## config.mk

```make
export PLATFORM = sky130hd
export DESIGN_NAME = rtc_timer
export DESIGN_NICKNAME = d
export VERILOG_FILES = /design/src/rtl/rtc_pkg.sv /design/src/rtl/rtc_wr_sync.sv /design/src/rtl/rtc_timer.sv
export SDC_FILE = /design/constraint.sdc
export NUM_CORES = 1
export LEC_CHECK = 0
export CAP_MARGIN = 20
export CORE_ASPECT_RATIO = 0.9
export CORE_MARGIN = 10
export CORE_UTILIZATION = 30
export DETAILED_ROUTE_END_ITERATION = 12
export GPL_TIMING_DRIVEN = 0
export PLACE_DENSITY = 0.58
export SLEW_MARGIN = 20
export SYNTH_ARGS = -nofsm -noshare
export SYNTH_HDL_FRONTEND = slang
export SYNTH_SLANG_ARGS = --single-unit
```

## constraint.sdc

```tcl
create_clock -name clock -period 4.5 [get_ports clock]
set_input_delay 0.675 -clock clock [delete_from_list [all_inputs] [get_ports clock]]
set_output_delay 0.675 -clock clock [all_outputs]
set_load 0.01 [all_outputs]
```

## src/rtl/rtc_pkg.sv

```systemverilog
// rtc_pkg: shared constants, types and helpers for the rtc_timer slice.
//   - Register address map (low address byte only).
//   - Field limits and the alarm-disable code.
//   - Time-of-day struct, one-second carry helper and address decoder.
package rtc_pkg;

    localparam logic [7:0] RTC_ADDR_SEC        = 8'h00;
    localparam logic [7:0] RTC_ADDR_MIN        = 8'h01;
    localparam logic [7:0] RTC_ADDR_HOUR       = 8'h02;
    localparam logic [7:0] RTC_ADDR_ACLR       = 8'h03;
    localparam logic [7:0] RTC_ADDR_ALARM_BASE = 8'h10;

    localparam logic [7:0] SEC_MAX   = 8'd59;
    localparam logic [7:0] MIN_MAX   = 8'd59;
    localparam logic [7:0] HOUR_MAX  = 8'd23;
    localparam logic [7:0] ALARM_OFF = 8'hFF;

    typedef enum logic [2:0] {
        FLD_NONE,
        FLD_SEC,
        FLD_MIN,
        FLD_HOUR,
        FLD_ACLR,
        FLD_AMIN,
        FLD_AHOUR
    } rtc_field_e;

    typedef struct packed {
        logic [7:0] hour;
        logic [7:0] minute;
        logic [7:0] second;
    } rtc_time_t;

    // Advance the time of day by one second, carrying into minute and hour.
    function automatic rtc_time_t rtc_advance(input rtc_time_t cur);
        rtc_time_t nxt;
        nxt = cur;
        if (cur.second == SEC_MAX) begin
            nxt.second = '0;
            if (cur.minute == MIN_MAX) begin
                nxt.minute = '0;
                nxt.hour   = (cur.hour == HOUR_MAX) ? '0 : cur.hour + 8'd1;
            end else begin
                nxt.minute = cur.minute + 8'd1;
            end
        end else begin
            nxt.second = cur.second + 8'd1;
        end
        return nxt;
    endfunction

    // Map an address byte to the register it selects. Alarm channel k
    // occupies 0x10+2k (minute) and 0x11+2k (hour); channels beyond
    // n_alarms decode as unmapped.
    function automatic rtc_field_e rtc_decode(input logic [7:0] a,
                                              input int unsigned n_alarms);
        rtc_field_e f;
        f = FLD_NONE;
        case (a)
            RTC_ADDR_SEC:  f = FLD_SEC;
            RTC_ADDR_MIN:  f = FLD_MIN;
            RTC_ADDR_HOUR: f = FLD_HOUR;
            RTC_ADDR_ACLR: f = FLD_ACLR;
            default: begin
                if ((a[7:4] == RTC_ADDR_ALARM_BASE[7:4]) &&
                    (32'(a[3:1]) < n_alarms)) begin
                    f = a[0] ? FLD_AHOUR : FLD_AMIN;
                end
            end
        endcase
        return f;
    endfunction

endpackage

```

## src/rtl/rtc_wr_sync.sv

```systemverilog
// rtc_wr_sync: brings the asynchronous CPU write interface into the
// clock domain and turns each qualified rising edge of w_n into a
// single-cycle write request.
//   clock, rst_n : system clock, synchronous active-low reset
//   w_n          : asynchronous write strobe (rising edge commits)
//   w_en_n       : write enable, active-low, qualifies w_n
//   t, addr      : write data and low address byte
//   wr           : one-cycle write request
//   wr_addr      : synchronised address byte
//   wr_data      : synchronised write data
module rtc_wr_sync
    import rtc_pkg::*;
(
    input  logic       clock,
    input  logic       rst_n,
    input  logic       w_n,
    input  logic       w_en_n,
    input  logic [7:0] t,
    input  logic [7:0] addr,
    output logic       wr,
    output logic [7:0] wr_addr,
    output logic [7:0] wr_data
);

    logic       r_w_n_s1;
    logic       r_w_n_s2;
    logic       r_w_n_s3;
    logic       r_w_en_n_s1;
    logic       r_w_en_n_s2;
    logic [7:0] r_t_s1;
    logic [7:0] r_t_s2;
    logic [7:0] r_addr_s1;
    logic [7:0] r_addr_s2;

    // Strobe stages reset high so that a strobe idling high after reset
    // never looks like a rising edge.
    always_ff @(posedge clock) begin
        if (!rst_n) begin
            r_w_n_s1    <= 1'b1;
            r_w_n_s2    <= 1'b1;
            r_w_n_s3    <= 1'b1;
            r_w_en_n_s1 <= 1'b1;
            r_w_en_n_s2 <= 1'b1;
            r_t_s1      <= '0;
            r_t_s2      <= '0;
            r_addr_s1   <= '0;
            r_addr_s2   <= '0;
        end else begin
            r_w_n_s1    <= w_n;
            r_w_n_s2    <= r_w_n_s1;
            r_w_n_s3    <= r_w_n_s2;
            r_w_en_n_s1 <= w_en_n;
            r_w_en_n_s2 <= r_w_en_n_s1;
            r_t_s1      <= t;
            r_t_s2      <= r_t_s1;
            r_addr_s1   <= addr;
            r_addr_s2   <= r_addr_s1;
        end
    end

    assign wr      = r_w_n_s2 && !r_w_n_s3 && !r_w_en_n_s2;
    assign wr_addr = r_addr_s2;
    assign wr_data = r_t_s2;

endmodule

```

## src/rtl/rtc_timer.sv

```systemverilog
// rtc_timer: 24-hour time-of-day counter with CPU-writable fields and
// NUM_ALARMS hour:minute alarm channels with sticky flags.
//   CLK_FREQ   : clock cycles per second (>= 2)
//   NUM_ALARMS : alarm channels (1..8)
//   clock, rst_n         : system clock, synchronous active-low reset
//   w_n, w_en_n, t, addr : asynchronous CPU write port (addr[7:0] decoded)
//   hour, minute, second : current time
//   alarm                : sticky alarm flags, one per channel
//   sec_pulse            : high in the cycle a new second value appears
module rtc_timer
    import rtc_pkg::*;
#(
    parameter int unsigned CLK_FREQ   = 10_000_000,
    parameter int unsigned NUM_ALARMS = 2
) (
    input  logic                  clock,
    input  logic                  rst_n,
    input  logic                  w_n,
    input  logic                  w_en_n,
    input  logic [7:0]            t,
    input  logic [15:0]           addr,
    output logic [7:0]            hour,
    output logic [7:0]            minute,
    output logic [7:0]            second,
    output logic [NUM_ALARMS-1:0] alarm,
    output logic                  sec_pulse
);

    localparam int unsigned          CNT_W    = $clog2(CLK_FREQ);
    localparam logic [CNT_W-1:0]     CNT_LAST = CNT_W'(CLK_FREQ - 1);

    logic             w_wr;
    logic [7:0]       w_wr_addr;
    logic [7:0]       w_wr_data;
    logic             w_unused_addr_hi;
    rtc_field_e       w_field;
    logic             w_wr_sec;
    logic             w_wr_min;
    logic             w_wr_hour;
    logic             w_tick;
    rtc_time_t        w_adv;
    rtc_time_t        w_next;

    rtc_time_t        r_time;
    logic [CNT_W-1:0] r_cnt;
    logic             r_pulse;

    assign w_unused_addr_hi = ^addr[15:8];

    rtc_wr_sync u_wr_sync (
        .clock   (clock),
        .rst_n   (rst_n),
        .w_n     (w_n),
        .w_en_n  (w_en_n),
        .t       (t),
        .addr    (addr[7:0]),
        .wr      (w_wr),
        .wr_addr (w_wr_addr),
        .wr_data (w_wr_data)
    );

    // The tick advances all fields first; an accepted write then overrides
    // only its own field, so carries still reach the fields not written.
    // An accepted second write restarts the prescaler and swallows the tick.
    always_comb begin
        w_field   = w_wr ? rtc_decode(w_wr_addr, NUM_ALARMS) : FLD_NONE;
        w_wr_sec  = (w_field == FLD_SEC)  && (w_wr_data <= SEC_MAX);
        w_wr_min  = (w_field == FLD_MIN)  && (w_wr_data <= MIN_MAX);
        w_wr_hour = (w_field == FLD_HOUR) && (w_wr_data <= HOUR_MAX);
        w_tick    = (r_cnt == CNT_LAST) && !w_wr_sec;
        w_adv     = w_tick ? rtc_advance(r_time) : r_time;
        w_next    = w_adv;
        if (w_wr_sec)  w_next.second = w_wr_data;
        if (w_wr_min)  w_next.minute = w_wr_data;
        if (w_wr_hour) w_next.hour   = w_wr_data;
    end

    always_ff @(posedge clock) begin
        if (!rst_n) begin
            r_time  <= '0;
            r_cnt   <= '0;
            r_pulse <= 1'b0;
        end else begin
            r_time  <= w_next;
            r_pulse <= w_tick;
            if (w_wr_sec || (r_cnt == CNT_LAST)) begin
                r_cnt <= '0;
            end else begin
                r_cnt <= r_cnt + 1'b1;
            end
        end
    end

    assign hour      = r_time.hour;
    assign minute    = r_time.minute;
    assign second    = r_time.second;
    assign sec_pulse = r_pulse;

    for (genvar k = 0; k < NUM_ALARMS; k++) begin : g_alarm
        logic [7:0] r_amin;
        logic [7:0] r_ahour;
        logic       r_flag;
        logic       w_sel;
        logic       w_set_min;
        logic       w_set_hour;
        logic       w_clr;
        logic       w_hit;

        assign w_sel      = (w_wr_addr[3:1] == 3'(k));
        assign w_set_min  = (w_field == FLD_AMIN) && w_sel && (w_wr_data <= MIN_MAX);
        assign w_set_hour = (w_field == FLD_AHOUR) && w_sel &&
                            ((w_wr_data <= HOUR_MAX) || (w_wr_data == ALARM_OFF));
        assign w_clr      = (w_field == FLD_ACLR) && w_wr_data[k];
        // Matched against the tick-only time so CPU time writes never fire;
        // a disabled hour (0xFF) can never equal a valid hour.
        assign w_hit      = w_tick && (w_adv.second == '0) &&
                            (w_adv.minute == r_amin) && (w_adv.hour == r_ahour);

        always_ff @(posedge clock) begin
            if (!rst_n) begin
                r_amin  <= '0;
                r_ahour <= ALARM_OFF;
                r_flag  <= 1'b0;
            end else begin
                if (w_set_min)  r_amin  <= w_wr_data;
                if (w_set_hour) r_ahour <= w_wr_data;
                if (w_hit) begin
                    r_flag <= 1'b1;
                end else if (w_clr) begin
                    r_flag <= 1'b0;
                end
            end
        end

        assign alarm[k] = r_flag;
    end

endmodule

```

; ---- Yosys cells after proc, flatten, opt, wreduce, memory -nomap -nowiden
; Cells that the tools add are included.
[totals]
ff_bits = 120
output_inout_bits = 27
[classes]
addsub = 4
order_cmp = 3
eq_ne = 20
n_mux = 17
bitwise_logic = 1
reduce_logical = 33
[ops]
columns = operator, n
row1 = $mux W8, 7
row2 = $eq A8 B8 Y1, 4
row3 = $add A24 B1 Y24 const B, 1
row4 = $add A8 B1 Y8 const B, 3
row5 = $eq A24 B24 Y1 const B, 1
row6 = $mux W24, 1
row7 = $logic_and A1 B1 Y1, 22
row8 = $eq A8 B2 Y1 const B, 2
row9 = $eq A8 B6 Y1 const B, 2
row10 = $logic_not A8 Y1, 2
row11 = $mux W16, 1
row12 = $pmux W3 S4, 1
row13 = $eq A3 B3 Y1 const B, 3
row14 = $eq A8 B1 Y1 const B, 1
row15 = $eq A8 B5 Y1 const B, 1
row16 = $eq A8 B8 Y1 const B, 1
row17 = $le A8 B5 Y1 const B, 1
row18 = $le A8 B6 Y1 const B, 1
row19 = $eq A3 B1 Y1 const B, 2
row20 = $eq A3 B2 Y1 const B, 2
row21 = $mux W3, 2
row22 = $eq A4 B1 Y1 const B, 1
row23 = $mux W1, 4
row24 = $reduce_bool A2 Y1, 2
row25 = 7 further kinds, 10

; ---- Logic depth before layout (Yosys ltp)
; Gate-level depths: netlist (run 1).
[depth]
ltp_word = 15
ltp_mapped = 12
ltp_nobuf = 10

; ---- Cells and area by module
; A second synthesis (run 1) with hierarchy kept.
[unflattened]
cells_unflattened = 645
area_unflattened_um2 = 6054.6
[by_module_without_submodules]
columns = module, instances, cells_per_inst, area_per_inst_um2
row1 = rtc_timer, 1, 567, 5018.6
row2 = rtc_wr_sync, 1, 78, 1036.0

; ---- Worst setup path before layout (run 1)
; OpenSTA, ideal clock, no wires.
[synth_path]
path_kind = register to register
startpoint = reg r_time, in the netlist minute[0]
endpoint = reg g_alarm[1].r_flag
setup_time_ps = 69
t_arrival_ps = 2677
required_time_ps = 4431
setup_slack_ps = 1754
stages_incl_launch_ff = 11
path_buffers = 0
path_cell_list = dfxtp_1 > ha_1 > or4b_4 > nor2_1 > nand2_1 > nor3_4 > mux2i_1 > xnor2_1 > nor4_1 > nand4_1 > o21ai_1
[synth_between]
elab_chain_cells = 8
word_cells_on_any_way = 12
cone_classes = 1 x add/sub / 3 x eq/ne / 5 x mux / 3 x reduce/logical
[synth_lines]
columns = element, line
row1 = start: declaration, rtc_timer.sv:44  ; rtc_time_t r_time;
row2 = start signal: assignment, rtc_timer.sv:84  ; r_time <= w_next;
row3 = $add A8 B1 Y8 or $eq A8 B6 Y1 (tied branches), "rtc_pkg.sv:44, rtc_pkg.sv:40"
row4 = $mux W8, rtc_pkg.sv:40  ; if (cur.minute == MIN_MAX) begin
row5 = $mux W16, rtc_pkg.sv:38  ; if (cur.second == SEC_MAX) begin
row6 = $mux W24 *, rtc_timer.sv:71  ; w_adv = w_tick ? rtc_advance(r_time) : r_time;
row7 = $eq A8 B8 Y1, rtc_timer.sv:117  ; (w_adv.minute == r_amin) && (w_adv.hour == r_ahour);
row8 = $logic_and A1 B1 Y1, rtc_timer.sv:116  ; assign w_hit = w_tick && (w_adv.second == '0) &&
row9 = $logic_and A1 B1 Y1 *, rtc_timer.sv:117
row10 = $mux W1 or $reduce_bool A2 Y1 (tied branches), --
row11 = end signal: assignment, rtc_timer.sv:123  ; r_flag <= 1'b0;
row12 = end signal: assignment, rtc_timer.sv:128  ; r_flag <= 1'b1;
row13 = end signal: assignment, rtc_timer.sv:130  ; r_flag <= 1'b0;
row14 = end: declaration, rtc_timer.sv:102  ; logic r_flag;
; Every way passes the cells marked *; elsewhere a longest branch is shown, timed or not.
; A chain may end at the register's enable or synchronous reset.

; ---- Worst setup path after layout (run 1)
; Ends and elaborated chain as after synthesis.

==> results of run 1 <==
==> power by group through the flow <==
| stage | clock [mW] | combinational, mW | sequential (mW) |
|---|---|---|---|
| 2_1_floorplan | 0 | 0.0430 | 1.11 |
| 5_1_grt | 1.47 | 0.0870 | 1.09 |
| 3_3_place_gp | 0 | 0.0789 | 1.11 |
| 3_5_place_dp | 0 | 0.0788 | 1.11 |
| 4_1_cts | 1.41 | 0.0792 | 1.09 |
| 6_report | 1.39 | 0.0793 | 1.09 |
==> final timing paths <==
path / to / slack [ns] / cells past startpoint
max reg2reg: g_alarm[1].r_flag$_SDFFE_PN0P_ / 1.08 / 10
min: u_wr_sync.r_w_n_s2$_SDFF_PN1_ / 0.41 / 1
max: g_alarm[1].r_flag$_SDFFE_PN0P_ / 1.08 / 10
min reg2reg: u_wr_sync.r_w_n_s2$_SDFF_PN1_ / 0.41 / 1
==> stage by stage <==
| stage | power (mW) | hold slack, ns | instance area (um2) | cells | utilization (%) |
|---|---|---|---|---|---|
| after floorplan | 1.15 | 0.386 | 5860 | 660 | - |
| after global placement | 1.19 | 0.395 | 6630 | 956 | 34.6 |
| after detailed placement | 1.19 | 0.400 | 6630 | 956 | 34.6 |
| after CTS | 2.58 | 0.416 | 7230 | 988 | 37.7 |
| after global routing | 2.64 | 0.436 | 7230 | 988 | 37.7 |
| final | 2.55 | 0.408 | 7230 | 988 | 37.7 |
==> sequential cells by signal (all words and copies together), names as in the netlist, 2 cells and up <==
register,count
g_alarm.r_amin,16
g_alarm.r_ahour,16
minute,8
u_wr_sync.r_t_s1,8
g_alarm.r_flag,2
u_wr_sync.wr_data,8
u_wr_sync.wr_addr,8
r_cnt,24
second,8
hour,8
u_wr_sync.r_addr_s1,8
==> layer usage <==
| layer | part of all wire (%) | GRT usage (%) | vias to the layer above |
|---|---|---|---|
| li1 | - | - | 2454 |
| met1 | 48 | 17.6 | 2324 |
| met2 | 41 | 18.4 | 207 |
| met3 | 9.0 | 5.16 | 41 |
| met4 | 2.6 | 4.76 | 0 |
| met5 | 0 | 0 | - |
==> cell families after synthesis <==
kind of cell	synth area share, %
buffers and inverters	3.59
muxes	5.53
adders and majority gates	0.855
xor gates and xnor gates	7.63
DFF	41.0
and+or+nand+nor	30.0
AOI/OAI and AO/OA	11.3
==> area by class of cell <==
| type | instances | area [um2] | share of cell area, % |
|---|---|---|---|
| multi-input cells | 495 | 3240 | 44.9 |
| flip-flops and latches | 120 | 2400 | 33.2 |
| repair buffers | 46 | 460 | 6.37 |
| clock buffers | 19 | 443 | 6.13 |
| well taps | 250 | 313 | 4.33 |
| plain buffers | 36 | 176 | 2.44 |
| clock inverters | 13 | 158 | 2.18 |
| inverters | 9 | 33.8 | 0.467 |
==> cell usage in the layout, fill, tap and decap left out, drive strengths merged, types with 6 or more instances in the layout <==
cell	n
dfxtp	120
nand2	70
nor2	61
clkdlybuf4s50	46
clkbuf	46
nand3	37
and2	32
xor2	29
mux2i	29
xnor2	22
a21oi	22
o21ai	17
nand4	16
inv	16
nor2b	15
nor3	15
o211a	14
and3	13
or3	11
nand2b	9
nor4	9
buf	9
a21o	8
a31oi	7
and4	6
==> metrics.cfg, run 1 <==
[power_and_ir_drop]
pwr-share-clk_pct = 54.3
ir_drop_mv = 0.326
pwr-share-comb_pct = 3.1
p_int_mw = 1.96
powerDensity_nw_per_um2 = 353
leakagePower_nw = 2.86
switchingPower_uw = 593
seqPwrFrac_pct = 42.6
netSwitchingFraction_pct = 23.2

[clocking]
clk_path_buf_depth = 2
cts_setup_buffers = 0
cts_hold_buf = 0
cts_tree = built
clkLatencyLatePin_ns = 0.43
cts_buffers = 17
clockRootBuffer = clkbuf_16
cts_htree_levels = 4
clock-sinks = 120
clk_pin_slew_ns = 0.06
cts_resized = 0

[setup_path]
crit_buf_inv = 0
critPathMaxStageDelay_ns = 0.54
start_kind = flop
cp_data_arrival_time_ns = 3.79
slowest_stage = or4b_4
required_ns = 4.86
worst-setup-path-type = reg2reg
cp_top_family = simple AND/OR/NAND/NOR gates
cp_max_fo = 7
path_cells = ha_1, or4b_4, nor2_1, nand2_1, nor3_4, mux2i_1, xnor2_1, nor4_1, nand4_1, o21ai_1
end_kind = flop
startpoint = minute[0]$_SDFF_PN0_
worstReg2RegStart = minute[0]$_SDFF_PN0_

[detailed_routing]
routedWlPerCell_um = 16.8
via_per_inst = 5.09
drc = 0
postRouteAntennaNets = 0
num_vias = 5026
drt-total-wl_mm = 16.6
drt-initial-drc-count = 476
drtPass1Iterations = 8

[logic_synthesis]
syn_avg_cell_area_um2 = 8.87
synthCells = 660
synth_commonest_cells = dfxtp_1 (120), nand2_1 (69), nor2_1 (59), nand3_1 (36), and2_1 (32)
synthArstFlopShare_pct = 0
ys_seq_area_share_pct = 41.0
yosys_warnings = 0
ys_types = 72
syn_area_um2 = 5860
synth_top_area_cell = dfxtp_1
synth-main-ff-cell = dfxtp_1
ys_seq_elements = 120
synth_edf_count = 0
syn_nets = 692
synthTopCellsByArea = dfxtp_1 (41%), mux2i_1 (5.0%), nand2_1 (4.4%), xor2_1 (4.3%), nor2_1 (3.8%)
netlist.area_leader.share_pct = 41.0
yosysMostFrequentCell = dfxtp_1

[timing]
period_share_pct = 76.0
fin_skew_ns = 0.0108
finalHoldViolCount = 0
slew_violations = 0
fin_ws_ns = 1.08
max_freq_mhz = 292
tns_ns = 0
rsz0062_at_grt = false
fin_crit_ns = 3.42
finalSetupViolCount = 0
tightestPinTransition_ns = 0.738
slew_headroom_pct = 50.8

[finish]
drive_gt1_share_pct = 8.67
num-fill-cells = 1933
antenna_cells = 0
nNetsFinal = 757
area_growth_pct = 23.5

[run]
drv_cap = 0

[global_routing]
grt_pass1_wl_mm = 26.8
grt_pass1_vias = 4860
grt-ovfl-total = 0
grt_usage_pct = 13.1
antenna_found_initial = 0
grt_start_max_net_pins = 17

[floorplanning]
ios = 55
core_um2 = 19200
dieHeight_um = 153
die_w_um = 167
dieArea_um2 = 25500
rows = 48
start_util_pct = 30.6

[min_path]
hold_start = u_wr_sync.r_w_n_s1$_SDFF_PN1_
hp-class = reg2reg

[placement]
hpwlAfterDp_mm = 12.1
io_buffers = 46
dp_slack_ns = 1.16
routabilityCongestion = 0.940

[run_status]
outcome = finished, final reports clean

Power figures use the tool's default switching activity.
==> inputs of run 2 (changes only) <==
- clock period: 4.5 -> 3.39 ns (I/O delays scaled with it)
==> run 2 against run 1 <==
  * Non-clock buffer count is 4 higher
  * Flip-flop and latch count stayed put
  * Total power is 33% higher
  * Combinational power is 32% higher
  * Clock-buffer cell count stayed put
  * Via count is 0.66% higher
  * First-iteration DRC count is 0.63% lower
  * Maximum frequency is 7.0% higher
  * Clock skew hardly changed
  * Critical path type unchanged
  * Largest power group unchanged
  * Highest routed layer unchanged
==> metrics.cfg, run 2 (same netlist as run 1, synthesis figures left out) <==
[timing]
tightestPinTransition_ns = 0.735  ; -0.00238 ns
finalSetupViolCount = 0  ; unchanged
rsz0062_at_grt = false
fin_ws_ns = 0.191  ; -0.887 ns
whs_ns = 0.408  ; +0.000111 ns
finalHoldViolCount = 0  ; unchanged
tns_ns = 0  ; unchanged
slew_violations = 0  ; unchanged
fin_skew_ns = 0.0103  ; -0.000432 ns
period_share_pct = 94.4  ; +18 points
max_freq_mhz = 313  ; +7.0%
fin_crit_ns = 3.20  ; -0.223 ns
slew_headroom_pct = 51.0  ; +0.16 points

[finish]
mostFrequentLayoutCells = dfxtp_1 (120), nand2_1 (69), nor2_1 (58)
num-fill-cells = 1934  ; +0.052%
mostFrequentLayoutCell = dfxtp_1
nNetsFinal = 761  ; +0.53%
largest_reg_flops = 24  ; unchanged
largest_registers = r_cnt x24, g_alarm.r_ahour x16, g_alarm.r_amin x16
drive_gt1_share_pct = 10.4  ; +1.7 points
max_flop_register = r_cnt
area_growth_pct = 24.6
antenna_cells = 0  ; unchanged

[placement]
routabilityCongestion = 0.940  ; unchanged
dp_slack_ns = 0.0534  ; -1.11 ns
io_buffers = 46  ; unchanged
hpwlAfterDp_mm = 12.1  ; unchanged

[power_and_ir_drop]
power_mw = 3.39  ; +33%
leakagePower_nw = 2.89  ; +0.89%
ir_drop_mv = 0.433  ; +33%
powerDensity_nw_per_um2 = 465  ; +32%

[detailed_routing]
drc = 0  ; unchanged
drtPass1Iterations = 5  ; -3
num_vias = 5059  ; +0.66%
drt-total-wl_mm = 16.8  ; +1.4%
routedWlPerCell_um = 16.9  ; +0.98%
via_per_inst = 5.10  ; +0.25%
postRouteAntennaNets = 0  ; unchanged
drt-initial-drc-count = 473  ; -0.63%

[floorplanning]
dieHeight_um = 153  ; unchanged
die_w_um = 167  ; unchanged
start_util_pct = 30.6  ; unchanged
rows = 48  ; unchanged
dieArea_um2 = 25500  ; unchanged
ios = 55  ; unchanged
core_um2 = 19200  ; unchanged

[clocking]
clockRootBuffer = clkbuf_16
clock-sinks = 120  ; unchanged
clk_pin_slew_ns = 0.06  ; about the same
cts_htree_levels = 4  ; unchanged
cts_tree = built
clk_path_buf_depth = 2  ; unchanged
cts_hold_buf = 0  ; unchanged
cts_buffers = 17  ; unchanged
clkLatencyLatePin_ns = 0.43  ; about the same

[global_routing]
grt_usage_pct = 13.1  ; unchanged
grt-ovfl-total = 0  ; unchanged
grt_start_max_net_pins = 17  ; unchanged
antenna_found_initial = 0  ; unchanged
grt_pass1_vias = 4860  ; unchanged
grt_pass1_wl_mm = 26.8  ; unchanged

[setup_path]
end_kind = flop
required_ns = 3.75  ; -1.11 ns
cp_max_fo = 7  ; unchanged
start_kind = flop
slowest_stage = or4b_4
reg2reg_slack_ns = 0.19  ; -0.89 ns
cp_data_arrival_time_ns = 3.56  ; -0.23 ns
critPathMaxStageDelay_ns = 0.54  ; about the same
worst-setup-path-type = reg2reg
path_cells = ha_1, or4b_4, nor2_2, nand2_1, nor3_4, mux2i_2, xnor2_1, nor4_2, nand4_1, o21ai_1

[run_status]
outcome = finished, final reports clean

[run]
drv_cap = 0  ; unchanged

[min_path]
hp-class = reg2reg

[run 2: where the power goes]
| group | leakage (nW) | switching (mW) | internal (mW) |
|---|---|---|---|
| Sequential | 0.976 | 0.00943 | 1.43 |
| Clock | 0.292 | 0.720 | 1.12 |
| Combinational | 1.62 | 0.0589 | 0.0462 |
| Total | 2.89 | 0.788 | 2.60 |
[run 2: path summary, 6_finish.rpt]
check                                                 endpoint                           from  cells after the start
worst max register to register  g_alarm[1].r_flag$_SDFFE_PN0P_           minute[0]$_SDFF_PN0_                     10
worst min-delay path             u_wr_sync.r_w_n_s2$_SDFF_PN1_  u_wr_sync.r_w_n_s1$_SDFF_PN1_                      1
worst max-delay path            g_alarm[1].r_flag$_SDFFE_PN0P_           minute[0]$_SDFF_PN0_                     10
worst min register to register   u_wr_sync.r_w_n_s2$_SDFF_PN1_  u_wr_sync.r_w_n_s1$_SDFF_PN1_                      1
[run 2: through the flow]
step                util [%]  std cells  cell area [um2]
CTS                     37.7        988             7230
global placement        34.6        956             6630
global route            38.1        992             7300
floorplan                  -        660             5860
finish                  38.1        992             7300
detailed placement      34.6        956             6630
[run 2: layer usage]
metal	vias up	share of wire [%]	GRT usage, %
li1	2461	-	-
met3	34	9.2	5.16
met2	197	41	18.4
met5	-	0	0
met1	2367	47	17.6
met4	0	2.5	4.76
[run 2: final cells by class]
type / count / area [um2] / area share, %
buffer: 36 / 180 / 2.47
clock buffer: 19 / 443 / 6.07
clock inverter: 13 / 158 / 2.16
inverter: 9 / 33.8 / 0.463
multi-input combinational: 495 / 3280 / 44.9
sequential: 120 / 2400 / 32.9
tap: 250 / 313 / 4.29
timing repair buffer: 50 / 490 / 6.72
[run 2: worst max-delay path, delay by kind of cell, from the launching register on]
kind / cells / cell delay [ns]
multiplexers: 1 / 0.33
flip-flops: 1 / 0.47
AND/OR/NAND/NOR: 6 / 1.72
adder cells (fa/ha/maj): 1 / 0.34
AO/OA/AOI/OAI: 1 / 0.13
XOR/XNOR: 1 / 0.13
[run 2: what timing repair did]
| item | 4_1_cts | 5_1_grt |
|---|---|---|
| resized for setup | 0 | 12 |
| endpoints found under the setup margin | 0 | 2 |
| buffers inserted | 0 | 4 |
==> inputs of run 3 (changes only) <==
- PLACE_DENSITY: 0.58 -> unset
==> run 3 against run 2 <==
  * Critical path depth unchanged
  * Cell count decreased by 0.10%
  * Combinational power hardly changed
  * Sequential share of layout area grew 0.22 points
  * Maximum frequency increased by 0.24%
  * Core utilization decreased by 0.24 points
  * Setup slack gained 0.0077 ns
  * Final area fell by 0.62%
  * Clock power fell by 4%
  * First-iteration DRC count is 18% lower
  * Flip-flop and latch count unchanged
  * Critical endpoint unchanged
  * Largest power group unchanged
==> metrics.cfg, run 3 (same netlist as run 1, synthesis figures left out) <==
[min_path]
hold_start = u_wr_sync.r_w_n_s1$_SDFF_PN1_
hold_depth = 1  ; unchanged
hold_end = u_wr_sync.r_w_n_s2$_SDFF_PN1_
hp-class = reg2reg

[global_routing]
grt_start_max_net_pins = 17  ; unchanged
antenna_found_initial = 0  ; unchanged
grt_pass1_wl_mm = 26.7  ; -0.51%
grt_usage_pct = 13.0  ; -0.030 points
grt_pass1_vias = 4699  ; -3.3%
grt-ovfl-total = 0  ; unchanged

[floorplanning]
die_w_um = 167  ; unchanged
dieArea_um2 = 25500  ; unchanged
dieHeight_um = 153  ; unchanged
rows = 48  ; unchanged
core_um2 = 19200  ; unchanged
ios = 55  ; unchanged
start_util_pct = 30.6  ; unchanged

[timing]
fin_skew_ns = 0.0119  ; +0.00160 ns
finalSetupViolCount = 0  ; unchanged
finalHoldViolCount = 0  ; unchanged
tightestPinTransition_ns = 0.740  ; +0.00486 ns
fin_crit_ns = 3.19  ; -0.00768 ns
tns_ns = 0  ; unchanged
slew_headroom_pct = 50.7  ; -0.32 points
max_freq_mhz = 313  ; +0.24%
period_share_pct = 94.1  ; -0.23 points
slew_violations = 0  ; unchanged

[setup_path]
worst-setup-path-type = reg2reg
cp_data_arrival_time_ns = 3.55  ; about the same
worstReg2RegStart = second[0]$_SDFF_PN0_
required_ns = 3.75  ; about the same
path_cells = ha_1, or4b_4, or2_1, clkbuf_1, nor3_1, mux2_2, xnor2_1, and4_1, nand4_1, o21ai_1
end_kind = flop
reg2reg_slack_ns = 0.20  ; about the same
critPathMaxStageDelay_ns = 0.55  ; about the same
rr_worst_depth = 10  ; unchanged
cp_max_fo = 7  ; unchanged
r2r_end = g_alarm[1].r_flag$_SDFFE_PN0P_
slowest_stage = or4b_4
start_kind = flop

[detailed_routing]
routedWlPerCell_um = 16.9  ; -0.30%
via_per_inst = 5.03  ; -1.4%
drtPass1Iterations = 5  ; unchanged
drc = 0  ; unchanged
drt-initial-drc-count = 390  ; -18%
num_vias = 4983  ; -1.5%
drt-total-wl_mm = 16.7  ; -0.40%
postRouteAntennaNets = 0  ; unchanged

[power_and_ir_drop]
powerDensity_nw_per_um2 = 458  ; -1.6%
leakagePower_nw = 2.87  ; -0.75%
power_mw = 3.32  ; -2.2%
ir_drop_mv = 0.396  ; -8.7%

[placement]
routabilityCongestion = 0.919  ; -2.3%
placed_area_um2 = 6630  ; unchanged
hpwlAfterDp_mm = 12.3  ; +1.2%
io_buffers = 46  ; unchanged

[run_status]
outcome = finished, final reports clean

[finish]
largest_reg_flops = 24  ; unchanged
antenna_cells = 0  ; unchanged
num-fill-cells = 1953  ; +0.98%
nNetsFinal = 760  ; -0.13%
fin_area_um2 = 7250  ; -0.62%
max_flop_register = r_cnt
seqCellArea_um2 = 2400  ; about the same
mostFrequentLayoutCell = dfxtp_1
drive_gt1_share_pct = 10.1  ; -0.26 points
multi_input_area_um2 = 3260  ; -0.42%
area_growth_pct = 23.8
largest_registers = r_cnt x24, g_alarm.r_ahour x16, g_alarm.r_amin x16
mostFrequentLayoutCells = dfxtp_1 (119), nand2_1 (69), nor2_1 (57)

[clocking]
clk_pin_slew_ns = 0.06  ; about the same
clock-sinks = 120  ; unchanged
clk_path_buf_depth = 2  ; unchanged
cts_buffers = 17  ; unchanged
cts_tree = built
clkLatencyLatePin_ns = 0.43  ; about the same
cts_htree_levels = 4  ; unchanged
clockRootBuffer = clkbuf_16

[run]
drv_cap = 0  ; unchanged

-- run 3: what timing repair did --
item	in CTS	in global routing
resized for setup	1	8
hold buffers	0	0
buffers inserted	0	3
pin swaps	0	3
endpoints found under the setup margin	1	2
-- run 3: worst max path at each step --
stage | from | to | cells past startpoint
6_report | second[0]$_SDFF_PN0_ | g_alarm[1].r_flag$_SDFFE_PN0P_ | 10
5_1_grt | second[0]$_SDFF_PN0_ | g_alarm[1].r_flag$_SDFFE_PN0P_ | 10
3_5_place_dp | minute[0]$_SDFF_PN0_ | g_alarm[1].r_flag$_SDFFE_PN0P_ | 10
4_1_cts | minute[0]$_SDFF_PN0_ | g_alarm[1].r_flag$_SDFFE_PN0P_ | 10
3_3_place_gp | minute[0]$_SDFF_PN0_ | g_alarm[1].r_flag$_SDFFE_PN0P_ | 10
2_1_floorplan | minute[0]$_SDFF_PN0_ | g_alarm[1].r_flag$_SDFFE_PN0P_ | 10
-- run 3: layout make-up --
class,instances,share of cell area (%)
inverters,9,0.466
multi-input cells,495,45.0
plain buffers,36,2.45
flip-flops and latches,120,33.1
repair buffers,49,6.66
well taps,250,4.31
clock buffers,19,6.11
clock inverters,13,1.86
-- run 3: per-layer routing --
layer / up-vias / routed length [um] / global-route usage [%]
li1: 2466 / - / -
met4: 0 / 220 / 4.14
met3: 22 / 1280 / 4.31
met5: - / 0 / 0
met1: 2327 / 8220 / 18.2
met2: 168 / 7000 / 18.4
-- run 3: power by group --
group          switching (mW)  total (mW)  leakage, nW  internal, mW
clock                   0.724        1.77        0.277          1.05
sequential            0.00876        1.44        0.976          1.43
combinational          0.0587       0.105         1.61        0.0462
-- run 3: metrics by stage --
stage,setup WS (ns),utilization (%),std cells,hold WS [ns]
2_1_floorplan,0.644,-,660,0.386
3_3_place_gp,-0.0464,34.6,956,0.391
3_5_place_dp,-0.0117,34.6,956,0.395
4_1_cts,0.0920,37.6,988,0.413
5_1_grt,-0.0335,37.8,991,0.439
6_report,0.199,37.8,991,0.408
-- run 3: worst max-delay path, delay by kind of cell, from the launching register on --
family	cells	cell delay [ns]
buffers and inverters	1	0.20
and+or+nand+nor	5	1.45
adders and majority gates	1	0.28
xor gates and xnor gates	1	0.17
AOI/OAI and AO/OA	1	0.13
DFF	1	0.45
muxes	1	0.43
